$ cat config.mk
export PLATFORM = sky130hd
export DESIGN_NAME = cmd_packer_flat
export DESIGN_NICKNAME = d
export VERILOG_FILES = /design/src/rtl/cmd_packer_if.sv /design/src/rtl/cmd_packer.sv /design/src/flat_wrapper.sv
export SDC_FILE = /design/constraint.sdc
export NUM_CORES = 1
export LEC_CHECK = 0
export CAP_MARGIN = 20
export CORE_UTILIZATION = 35
export DETAILED_ROUTE_END_ITERATION = 8
export PLACE_DENSITY = 0.73
export SETUP_SLACK_MARGIN = 0.4
export SKIP_LAST_GASP = 1
export SLEW_MARGIN = 20
export SYNTH_ARGS = -nofsm -noshare
export SYNTH_HDL_FRONTEND = slang
export SYNTH_SLANG_ARGS = --single-unit
$ cat constraint.sdc
create_clock -name wt_clk -period 6.8 [get_ports wt_clk]
set_input_delay 1.02 -clock wt_clk [delete_from_list [all_inputs] [get_ports wt_clk]]
set_output_delay 1.02 -clock wt_clk [all_outputs]
set_load 0.01 [all_outputs]
$ cat src/rtl/cmd_packer_if.sv
// rtl/cmd_packer_if.sv - request, write-data and cmd_fifo push bundle for cmd_packer
// master is the request/data source and FIFO side; slave is the packer itself.
interface cmd_packer_if #(
    parameter int TYPE_WIDTH = 2,
    parameter int ADDR_WIDTH = 27,
    parameter int BRST_WIDTH = 6,
    parameter int DATA_WIDTH = 128,
    parameter int MASK_WIDTH = 16
);
    logic                  req_valid;
    logic                  req_ready;
    logic                  req_wen;
    logic [ADDR_WIDTH-1:0] req_addr;
    logic [BRST_WIDTH-1:0] req_burst_cnt;
    logic                  wd_valid;
    logic                  wd_ready;
    logic [DATA_WIDTH-1:0] wd_data;
    logic [MASK_WIDTH-1:0] wd_mask;
    logic                  wd_last;
    logic                  push_valid;
    logic                  push_ready;
    logic [TYPE_WIDTH-1:0] push_type;
    logic [ADDR_WIDTH-1:0] push_addr;
    logic [BRST_WIDTH-1:0] push_burst_cnt;
    logic [DATA_WIDTH-1:0] push_wt_data;
    logic [MASK_WIDTH-1:0] push_wt_mask;
    logic                  err_len;

    modport master (
        output req_valid, req_wen, req_addr, req_burst_cnt,
        output wd_valid, wd_data, wd_mask, wd_last, push_ready,
        input  req_ready, wd_ready, push_valid, push_type, push_addr,
        input  push_burst_cnt, push_wt_data, push_wt_mask, err_len
    );

    modport slave (
        input  req_valid, req_wen, req_addr, req_burst_cnt,
        input  wd_valid, wd_data, wd_mask, wd_last, push_ready,
        output req_ready, wd_ready, push_valid, push_type, push_addr,
        output push_burst_cnt, push_wt_data, push_wt_mask, err_len
    );
endinterface

$ cat src/rtl/cmd_packer.sv
// rtl/cmd_packer.sv - packs read/write requests and write beats into the cmd_fifo push stream
// Optional CMD_PKR_ADDR_INC_EN: each write beat address advances by ADDR_STEP.
module cmd_packer #(
    parameter int TYPE_WIDTH = 2,
    parameter int ADDR_WIDTH = 27,
    parameter int BRST_WIDTH = 6,
    parameter int DATA_WIDTH = 128,
    parameter int MASK_WIDTH = 16,
    parameter int ADDR_STEP  = 8
) (
    input  logic         wt_clk,
    input  logic         rstn,
    cmd_packer_if.slave  bus
);
    localparam logic [TYPE_WIDTH-1:0] TYPE_IDE = TYPE_WIDTH'(0);
    localparam logic [TYPE_WIDTH-1:0] TYPE_WT  = TYPE_WIDTH'(2);
    localparam logic [TYPE_WIDTH-1:0] TYPE_RD  = TYPE_WIDTH'(3);

    typedef enum logic [1:0] {ST_IDLE, ST_RD, ST_WT} state_t;

    if (DATA_WIDTH != MASK_WIDTH * 8 || ADDR_STEP < 0) begin : g_bad_cfg
        $error("cmd_packer: MASK_WIDTH must be DATA_WIDTH/8 and ADDR_STEP non-negative");
    end

    state_t                state_q;
    logic                  req_ready_q;
    logic                  push_valid_q;
    logic                  err_len_q;
    logic [TYPE_WIDTH-1:0] push_type_q;
    logic [ADDR_WIDTH-1:0] push_addr_q;
    logic [BRST_WIDTH-1:0] push_burst_q;
    logic [DATA_WIDTH-1:0] push_data_q;
    logic [MASK_WIDTH-1:0] push_mask_q;
    logic [ADDR_WIDTH-1:0] addr_q;
    logic [BRST_WIDTH-1:0] burst_q;
    // One bit wider than the burst field so a 64-beat burst never wraps to 0.
    logic [BRST_WIDTH:0]   beat_cnt_q;

    logic                  all_loaded;
    logic                  final_beat;
    logic                  wd_ready;
    logic                  wd_hs;
    logic                  req_hs;
    logic [ADDR_WIDTH-1:0] beat_addr;

    assign all_loaded = beat_cnt_q > {1'b0, burst_q};
    assign final_beat = beat_cnt_q == {1'b0, burst_q};
    assign wd_ready   = (state_q == ST_WT) && !all_loaded && (!push_valid_q || bus.push_ready);
    assign wd_hs      = bus.wd_valid && wd_ready;
    assign req_hs     = bus.req_valid && req_ready_q;

`ifdef CMD_PKR_ADDR_INC_EN
    assign beat_addr = addr_q + ADDR_WIDTH'(beat_cnt_q) * ADDR_WIDTH'(ADDR_STEP);
`else
    assign beat_addr = addr_q;
`endif

    always_ff @(posedge wt_clk or negedge rstn) begin
        if (!rstn) begin
            state_q      <= ST_IDLE;
            req_ready_q  <= 1'b0;
            push_valid_q <= 1'b0;
            err_len_q    <= 1'b0;
            push_type_q  <= TYPE_IDE;
            push_addr_q  <= '0;
            push_burst_q <= '0;
            push_data_q  <= '0;
            push_mask_q  <= '1;
            addr_q       <= '0;
            burst_q      <= '0;
            beat_cnt_q   <= '0;
        end else begin
            case (state_q)
                ST_IDLE: begin
                    req_ready_q <= 1'b1;
                    if (req_hs) begin
                        req_ready_q <= 1'b0;
                        addr_q      <= bus.req_addr;
                        burst_q     <= bus.req_burst_cnt;
                        beat_cnt_q  <= '0;
                        if (bus.req_wen) begin
                            state_q <= ST_WT;
                        end else begin
                            state_q      <= ST_RD;
                            push_valid_q <= 1'b1;
                            push_type_q  <= TYPE_RD;
                            push_addr_q  <= bus.req_addr;
                            push_burst_q <= bus.req_burst_cnt;
                            push_data_q  <= '0;
                            push_mask_q  <= '1;
                        end
                    end
                end
                ST_RD: begin
                    if (bus.push_ready) begin
                        push_valid_q <= 1'b0;
                        req_ready_q  <= 1'b1;
                        state_q      <= ST_IDLE;
                    end
                end
                ST_WT: begin
                    if (wd_hs) begin
                        push_valid_q <= 1'b1;
                        push_type_q  <= TYPE_WT;
                        push_addr_q  <= beat_addr;
                        push_burst_q <= burst_q;
                        push_data_q  <= bus.wd_data;
                        push_mask_q  <= bus.wd_mask;
                        beat_cnt_q   <= beat_cnt_q + 1'b1;
                        if (bus.wd_last != final_beat) begin
                            err_len_q <= 1'b1;
                        end
                    end else if (bus.push_ready) begin
                        push_valid_q <= 1'b0;
                        // Final beat just left the push port: burst complete.
                        if (all_loaded && push_valid_q) begin
                            state_q     <= ST_IDLE;
                            beat_cnt_q  <= '0;
                            req_ready_q <= 1'b1;
                        end
                    end
                end
                default: state_q <= ST_IDLE;
            endcase
        end
    end

    assign bus.req_ready      = req_ready_q;
    assign bus.wd_ready       = wd_ready;
    assign bus.push_valid     = push_valid_q;
    assign bus.push_type      = push_type_q;
    assign bus.push_addr      = push_addr_q;
    assign bus.push_burst_cnt = push_burst_q;
    assign bus.push_wt_data   = push_data_q;
    assign bus.push_wt_mask   = push_mask_q;
    assign bus.err_len        = err_len_q;
endmodule

$ cat src/flat_wrapper.sv
// flat-port wrapper written by rule: the top's interface ports become plain ports
module cmd_packer_flat 
#(
    parameter int TYPE_WIDTH = 2,
    parameter int ADDR_WIDTH = 27,
    parameter int BRST_WIDTH = 6,
    parameter int DATA_WIDTH = 128,
    parameter int MASK_WIDTH = 16,
    parameter int ADDR_STEP  = 8
)
  (wt_clk, rstn, bus_req_valid, bus_req_wen, bus_req_addr, bus_req_burst_cnt, bus_wd_valid, bus_wd_data, bus_wd_mask, bus_wd_last, bus_push_ready, bus_req_ready, bus_wd_ready, bus_push_valid, bus_push_type, bus_push_addr, bus_push_burst_cnt, bus_push_wt_data, bus_push_wt_mask, bus_err_len);
  cmd_packer_if #(.TYPE_WIDTH(TYPE_WIDTH), .ADDR_WIDTH(ADDR_WIDTH), .BRST_WIDTH(BRST_WIDTH), .DATA_WIDTH(DATA_WIDTH), .MASK_WIDTH(MASK_WIDTH)) bus_i ();
  input  logic wt_clk;
  input  logic rstn;
  input wire logic [$bits(bus_i.req_valid)-1:0] bus_req_valid;
  input wire logic [$bits(bus_i.req_wen)-1:0] bus_req_wen;
  input wire logic [$bits(bus_i.req_addr)-1:0] bus_req_addr;
  input wire logic [$bits(bus_i.req_burst_cnt)-1:0] bus_req_burst_cnt;
  input wire logic [$bits(bus_i.wd_valid)-1:0] bus_wd_valid;
  input wire logic [$bits(bus_i.wd_data)-1:0] bus_wd_data;
  input wire logic [$bits(bus_i.wd_mask)-1:0] bus_wd_mask;
  input wire logic [$bits(bus_i.wd_last)-1:0] bus_wd_last;
  input wire logic [$bits(bus_i.push_ready)-1:0] bus_push_ready;
  output wire logic [$bits(bus_i.req_ready)-1:0] bus_req_ready;
  output wire logic [$bits(bus_i.wd_ready)-1:0] bus_wd_ready;
  output wire logic [$bits(bus_i.push_valid)-1:0] bus_push_valid;
  output wire logic [$bits(bus_i.push_type)-1:0] bus_push_type;
  output wire logic [$bits(bus_i.push_addr)-1:0] bus_push_addr;
  output wire logic [$bits(bus_i.push_burst_cnt)-1:0] bus_push_burst_cnt;
  output wire logic [$bits(bus_i.push_wt_data)-1:0] bus_push_wt_data;
  output wire logic [$bits(bus_i.push_wt_mask)-1:0] bus_push_wt_mask;
  output wire logic [$bits(bus_i.err_len)-1:0] bus_err_len;
  assign bus_i.req_valid = bus_req_valid;
  assign bus_i.req_wen = bus_req_wen;
  assign bus_i.req_addr = bus_req_addr;
  assign bus_i.req_burst_cnt = bus_req_burst_cnt;
  assign bus_i.wd_valid = bus_wd_valid;
  assign bus_i.wd_data = bus_wd_data;
  assign bus_i.wd_mask = bus_wd_mask;
  assign bus_i.wd_last = bus_wd_last;
  assign bus_i.push_ready = bus_push_ready;
  assign bus_req_ready = bus_i.req_ready;
  assign bus_wd_ready = bus_i.wd_ready;
  assign bus_push_valid = bus_i.push_valid;
  assign bus_push_type = bus_i.push_type;
  assign bus_push_addr = bus_i.push_addr;
  assign bus_push_burst_cnt = bus_i.push_burst_cnt;
  assign bus_push_wt_data = bus_i.push_wt_data;
  assign bus_push_wt_mask = bus_i.push_wt_mask;
  assign bus_err_len = bus_i.err_len;
  cmd_packer #(.TYPE_WIDTH(TYPE_WIDTH), .ADDR_WIDTH(ADDR_WIDTH), .BRST_WIDTH(BRST_WIDTH), .DATA_WIDTH(DATA_WIDTH), .MASK_WIDTH(MASK_WIDTH), .ADDR_STEP(ADDR_STEP)) u_core (.wt_clk(wt_clk), .rstn(rstn), .bus(bus_i));
endmodule
== Word-level counts from Yosys, hierarchy flattened ==
Index checks and enable logic that the tools add are counted.

* Add/sub/neg operators: 1
* Multipliers: 0
* Divide/modulo/power cells: 0
* Order comparisons: 1
* Equality and inequality tests: 13
* Shift operators: 0
* Multiplexer cells: 43
* Bitwise gates (word level): 0
* Reduce and logical (&&, ||, !) cells: 18

{| class="wikitable"
|+ Operators by type and width
! operator !! count
|-
| $mux W128 || 3
|-
| $pmux W128 S2 || 1
|-
| $mux W27 || 3
|-
| $pmux W27 S2 || 1
|-
| $mux W16 || 3
|-
| $pmux W16 S2 || 1
|-
| $mux W7 || 4
|-
| $mux W2 || 9
|-
| $mux W6 || 3
|-
| $pmux W7 S2 || 1
|-
| $pmux W6 S2 || 1
|-
| $ne A2 B2 Y1 const B || 5
|-
| $reduce_and A5 Y1 || 2
|-
| $mux W1 || 9
|-
| $reduce_and A4 Y1 || 2
|-
| $add A7 B1 Y7 const B || 1
|-
| $eq A7 B6 Y1 || 1
|-
| $gt A7 B6 Y1 || 1
|-
| $ne A3 B2 Y1 const B || 2
|-
| $pmux W1 S3 || 2
|-
| $pmux W2 S3 || 1
|-
| $reduce_and A3 Y1 || 2
|-
| $logic_and A1 B1 Y1 || 5
|-
| $ne A2 B1 Y1 const B || 2
|-
| 10 further kinds || 11
|}

* Bits in registers: 224
* Latch bits: 0
* RAM bits: 0
* Memory bits (read-only): 0
* Input bits: 184
* Output and inout bits: 183
* Logic and storage cells: 88
* Memories kept: 0

== Logic depth before layout (Yosys ltp) ==
Gate-level depths: netlist of run 1.

* Depth after elaboration: 7
* Mapped depth: 10
* Gate-level depth less buffers: 7

== Worst setup path before layout of run 1 ==
No wires, ideal clock.

* Kind: register to output
* Start point: register u_core.beat_cnt_q[4]
* End point: output port bus_wd_ready
* Arrival time: 1.734 ns
* Setup slack: 4.046 ns
* Stages on the path, launching flop included: 7
* Path buffers: 1
* Path through: dfrtp_1 > ha_1 > nand4b_4 > a21o_1 > a21oi_2 > clkbuf_1 > nor2_1

* Word-level cells in the longest chain between the ends: 4

{| class="wikitable"
|+ Ends and longest elaborated chain
! element !! RTL line !! source
|-
| start: declaration || cmd_packer.sv:37 || <nowiki>logic [BRST_WIDTH:0] beat_cnt_q;</nowiki>
|-
| start signal: assignment || cmd_packer.sv:109 || <nowiki>beat_cnt_q <= beat_cnt_q + 1'b1;</nowiki>
|-
| $gt A7 B6 Y1 || cmd_packer.sv:46 || <nowiki>assign all_loaded = beat_cnt_q > {1'b0, burst_q};</nowiki>
|-
| $logic_not A1 Y1 || cmd_packer.sv:48 || <nowiki>assign wd_ready = (state_q == ST_WT) && !all_loaded && (!push_valid_q || bus.push_ready);</nowiki>
|-
| $logic_and A1 B1 Y1 (2 in series) || cmd_packer.sv:48 ||
|-
| end: declaration || flat_wrapper.sv:25 || <nowiki>output wire logic [$bits(bus_i.wd_ready)-1:0] bus_wd_ready;</nowiki>
|}

Every way passes these cells.

== Worst setup path in the final report of run 1 ==
* Start point: input port bus_push_ready
* End point: output port bus_wd_ready

* Word-level cells in the longest chain between the ends: 2

{| class="wikitable"
|+ Ends and longest elaborated chain
! element !! RTL line !! source
|-
| start: declaration || flat_wrapper.sv:23 || <nowiki>input wire logic [$bits(bus_i.push_ready)-1:0] bus_push_ready;</nowiki>
|-
| $logic_or A1 B1 Y1 || cmd_packer.sv:48 ||
|-
| $logic_and A1 B1 Y1 || cmd_packer.sv:48 ||
|}

Every way passes these cells.

==> results of run 1 <==
==> stage by stage <==
step | cell area (um^2) | setup WS [ns]
after CTS | 13700 | 3.27
final | 13700 | 3.26
after global routing | 13700 | 3.12
after detailed placement | 12800 | 2.91
after floorplan | 8960 | 4.05
after global placement | 12800 | 2.96
==> synth_stat cells (13+ instances only) <==
cell / instances
a21oi_1: 37
o22ai_1: 33
a22o_1: 129
inv_1: 13
o32ai_1: 34
dfstp_2: 16
buf_6: 13
buf_2: 18
mux2_2: 33
clkbuf_1: 19
o22a_1: 16
dfrtp_1: 208
==> where the power goes <==
part / leakage (nW) / switching, mW / total [mW] / internal [mW]
logic: 2.51 / 0.823 / 1.84 / 1.01
registers: 2.87 / 0.267 / 2.01 / 1.75
clock network: 0.399 / 0.546 / 1.35 / 0.806
total: 5.77 / 1.64 / 5.20 / 3.56
==> cell families (layout without fill, tap and decap cells) <==
group                    count (synthesis)  count (layout)
buffers and inverters                   69             435
flip-flops                             224             224
AO/OA/AOI/OAI                          277             277
other                                    0               2
adder cells (fa/ha/maj)                 11              11
multiplexers                            35              35
XOR/XNOR                                 1               1
AND/OR/NAND/NOR                         45              45
==> per-layer routing <==
metal	track usage [%]	up-vias	share of wire, %
met3	4.60	38	7.4
met2	34.0	295	50
li1	-	3278	-
met4	5.57	0	2.3
met5	0	-	0
met1	26.1	3626	40
==> critical path: cells and delay by family <==
kind	cells	cell delay, ns
and+or+nand+nor	3	0.40
buffers and inverters	2	1.10
==> cell type report <==
type | count | share of cell area (%)
clock buffer | 35 | 5.22
clock inverter | 10 | 0.815
timing repair buffer | 377 | 27.6
tap | 330 | 3.02
sequential | 224 | 41.1
multi-input combinational | 369 | 21.8
antenna | 2 | 0.0366
inverter | 13 | 0.357
==> state kept, by name, indices dropped and copies added (netlist names) <==
register and flops:
u_core.bus.push_wt_mask 16, u_core.beat_cnt_q 7, u_core.bus.req_ready 1, u_core.bus.push_addr 27, u_core.bus.err_len 1, u_core.bus.push_valid 1
u_core.state_q 2, u_core.bus.push_type 2, u_core.bus.push_burst_cnt 6, u_core.addr_q 27, u_core.bus.push_wt_data 128, u_core.burst_q 6
==> worst paths after layout <==
| path | to | slack (ns) | cells after the start |
|---|---|---|---|
| min in group wt_clk | u_core.bus.push_type[1]$_DFFE_PN0P_ | 0.47 | 1 |
| setup / recovery | bus_wd_ready | 3.26 | 5 |
| setup reg to reg | u_core.bus.push_wt_data[116]$_DFFE_PN0P_ | 3.63 | 8 |
| max in group asynchronous | u_core.burst_q[5]$_DFFE_PN0P_ | 5.08 | 2 |
| hold reg to reg | u_core.bus.push_type[1]$_DFFE_PN0P_ | 0.47 | 1 |
| hold / removal | u_core.bus.push_addr[16]$_DFFE_PN0P_ | 0.39 | 1 |
==> qor.csv, run 1 <==
metric,value,unit
drt-initial-drc-count,533,
final-hold-violation-count,0,
grt_overflow,0,
hpwl,18400,um
cts_htree_levels,1,
wire_per_inst,20.2,um
ios,367,
final_cell_mix,"clkdlybuf4s50_1, dfrtp_1, a22o_1, a21oi_1, o32ai_1",
seqCellArea,5630,um^2
multi_input_area,2970,um^2
cp_cell_sequence,clkdlybuf4s50_1 -> nand2b_1 -> nand2_1 -> nor2_1 -> clkdlybuf4s50_1,
fmax,282,MHz
core_area,25200,um^2
hold_class,in -> async,
insertion_delay,0.52,ns
layout_commonest_cell,clkdlybuf4s50_1,
clkTransAtPathRegs,0.06,ns
crit_fanout,5,
nFillCells,2133,
synth-adder-area-share,1.54,%
vias,7237,
numCtsBuffers,25,
period_minus_slack,3.54,ns
status,completed,
ys_types,42,
fin_crit_sh,52.1,%
grt_max_degree,178,
nets,1205,
synth_top_family_by_area,compound AO/OA/AOI/OAI gates,
worstPathRequired,5.78,ns
grt_use_total,20.2,%
synth_seq_area_share,62.8,%
grt_antenna_before_repair,2,
netlist_area,8960,um^2
area_growth,52.5,%
cts_setup_buffers,0,
fin_cells,1360,
async_flop_share,100,%
r2r-start,u_core.state_q[0]$_DFFE_PN0P_,
power_leakage,5.77,nW
crit_path_end_kind,primary output,
critPathSlowestCell,clkdlybuf4s50_1,
io_buffers,366,
cts_tree,built,
fin_skew,0.0117,ns
grt_pass1_vias,7181,
power,5.20,mW
chipWidth,162,um
syn_inst,662,
place_inst,1313,
drive_above_1_share,10.7,%
syn_avg_cell_area,13.5,um^2
die_h,162,um
synthFlopType,dfrtp_1,
ant_nets,0,
grt_pass1_wl,41900,um
slew_viol_final,0,
yosysWarnings,0,
slew_headroom,31.0,%
synth.area.top_cells,"dfrtp_1, a22o_1, dfstp_2",
synthMuxAreaShare,4.37,%
vdd_drop_max,303,uV
utilization,54.3,%
cpPeakStageDelay,0.58,ns
setup_tns,0,ns
synth-seq-cells,224,
gp_congestion,0.817,
setup_viol,0,
synth-xor-area-share,0.0977,%
tightest_slew,1.03,ns
hold_ws,0.390,ns
die_area,26300,um^2
yosysTopAreaCell,dfrtp_1,
cts_resized,0,
power.density,380,nW/um^2
clockBufferDepth,3,
viasPerCell,5.32,
rsz0062_at_grt,no,
yosysTopAreaCellShare,58.1,%
wl,27500,um
critical_path_class,in -> out,
drv_cap,0,
crit_path_start,bus_push_ready,
rows,58,
synth-compound-area-share,24.2,%
crit_top_cell,clkdlybuf4s50_1,
critPathLaunchType,input pin,
cts.sinks,224,
crit_arrival,2.52,ns
cts-root-buf,clkbuf_16,
first_pass_iters,5,
hold_buffers,0,
synthSimpleGateAreaFrac,2.79,%
synth_nets,857,
drc,0,
start_util,35.6,%
synth_edf_count,0,
No activity file was read; power rests on OpenSTA's default activity.
==> inputs of run 2 (changes only) <==
clock period = 3.5 ns   (was 6.8 ns; I/O delays follow)
==> run 2 against run 1 <==
Cell count up 0.81%. Highest routed layer unchanged. Combinational power up 97%. Critical endpoint unchanged. Core utilization up 1.1 points.
==> qor.csv, run 2 (synthesized netlist as in run 1, its figures left out) <==
metric,value,unit
status,completed,
clkTransAtPathRegs,0.06,ns
hold_class,in -> async,
grt_pass1_vias,7202,
crit_arrival,2.47,ns
wl,27600,um
cts_htree_levels,1,
utilization,55.4,%
drv_cap,0,
worstPathRequired,2.97,ns
clockBufferDepth,3,
drt-initial-drc-count,498,
grt_pass1_wl,42300,um
rsz0062_at_grt,no,
ant_nets,0,
grt_max_degree,82,
cts-root-buf,clkbuf_16,
drive_above_1_share,11.9,%
post-place-ws,0.676,ns
hold_ws,0.00989,ns
critPathLaunchType,flip-flop,
io_buffers,366,
layout_setup_ws,0.504,ns
cts.sinks,224,
ios,367,
final-hold-violation-count,0,
setup_tns,0,ns
design_area,13900,um^2
hpwl,18800,um
period_minus_slack,3.00,ns
die_h,162,um
insertion_delay,0.52,ns
wire_per_inst,20.1,um
chipWidth,162,um
grt_use_total,20.4,%
viasPerCell,5.32,
grt_overflow,0,
first_pass_iters,5,
tightest_slew,0.656,ns
final_cell_mix,"clkdlybuf4s50_1, dfrtp_1, a22o_1, a21oi_1, o32ai_1",
drc,0,
slew_headroom,56.3,%
crit_fanout,6,
layout_commonest_cell,clkdlybuf4s50_1,
slew_viol_final,0,
fmax,334,MHz
fin_crit_sh,85.6,%
gp_congestion,0.833,
largest_reg_flops,128,
place_inst,1323,
start_util,35.6,%
fin_skew,0.0160,ns
grt_antenna_before_repair,3,
dpl_cell_area,13000,um^2
power.density,751,nW/um^2
crit_path_end_kind,primary output,
rows,58,
power_leakage,5.91,nW
area_growth,55.6,%
vdd_drop_max,609,uV
critical_path_class,reg -> out,
core_area,25200,um^2
hold_buffers,0,
fin_cells,1371,
numCtsBuffers,25,
vias,7299,
cts_tree,built,
nets,1216,
power,10.5,mW
setup_viol,0,
die_area,26300,um^2
[run 2: changes by cell type in the layout (fill, tap and decap cells not counted), sizes merged]
cell      before  now
clkinv         4    6
clkinvlp       3    2
buf           12   23
diode          2    3
clkbuf        35   29
bufinv         2    7
inv           14   13
[run 2: final timing paths]
check,startpoint,slack [ns],end,cells past startpoint
max,u_core.beat_cnt_q[2]$_DFFE_PN0P_,0.50,bus_wd_ready,6
min,rstn,0.01,u_core.addr_q[14]$_DFFE_PN0P_,1
max reg2reg,u_core.beat_cnt_q[4]$_DFFE_PN0P_,0.85,u_core.bus.push_wt_data[25]$_DFFE_PN0P_,7
min reg2reg,u_core.bus.err_len$_DFFE_PN0P_,0.46,u_core.bus.err_len$_DFFE_PN0P_,1
max in group asynchronous,rstn,2.65,u_core.bus.push_wt_data[112]$_DFFE_PN0P_,2
min in group wt_clk,u_core.bus.err_len$_DFFE_PN0P_,0.46,u_core.bus.err_len$_DFFE_PN0P_,1
[run 2: routing by layer]
| metal | GRT usage, % | up-vias | wire [um] |
|---|---|---|---|
| li1 | - | 3301 | - |
| met1 | 26.7 | 3674 | 11400 |
| met4 | 5.40 | 0 | 381 |
| met2 | 33.5 | 290 | 13700 |
| met5 | 0 | - | 0 |
| met3 | 5.06 | 34 | 2140 |
[run 2: critical path, cell delays in order, from the launching register on]
cell,delay (ns)
dfrtp_1,0.45
ha_1,0.36
a21oi_1,0.20
a21o_1,0.21
a21oi_4,0.08
nor2_1,0.11
clkdlybuf4s50_1,0.55
[run 2: cell type report]
| cell class | count | area, um^2 |
|---|---|---|
| antenna | 3 | 7.51 |
| clock buffer | 29 | 671 |
| clock inverter | 15 | 254 |
| fill | 2098 | 11200 |
| inverter | 13 | 48.8 |
| multi-input combinational | 369 | 2990 |
| sequential | 224 | 5630 |
| tap | 330 | 413 |
| timing repair buffer | 388 | 3940 |
[run 2: repair_timing]
action                     in CTS  in global routing
setup buffers                   1                  0
pin swaps                       1                  0
setup endpoints to repair       1                  1
resized for setup               1                  2
[run 2: power by group]
part	switching (mW)	leakage, nW	internal [mW]
logic	1.61	2.59	2.02
registers	0.519	2.87	3.39
clock network	1.05	0.451	1.88
total	3.18	5.91	7.29
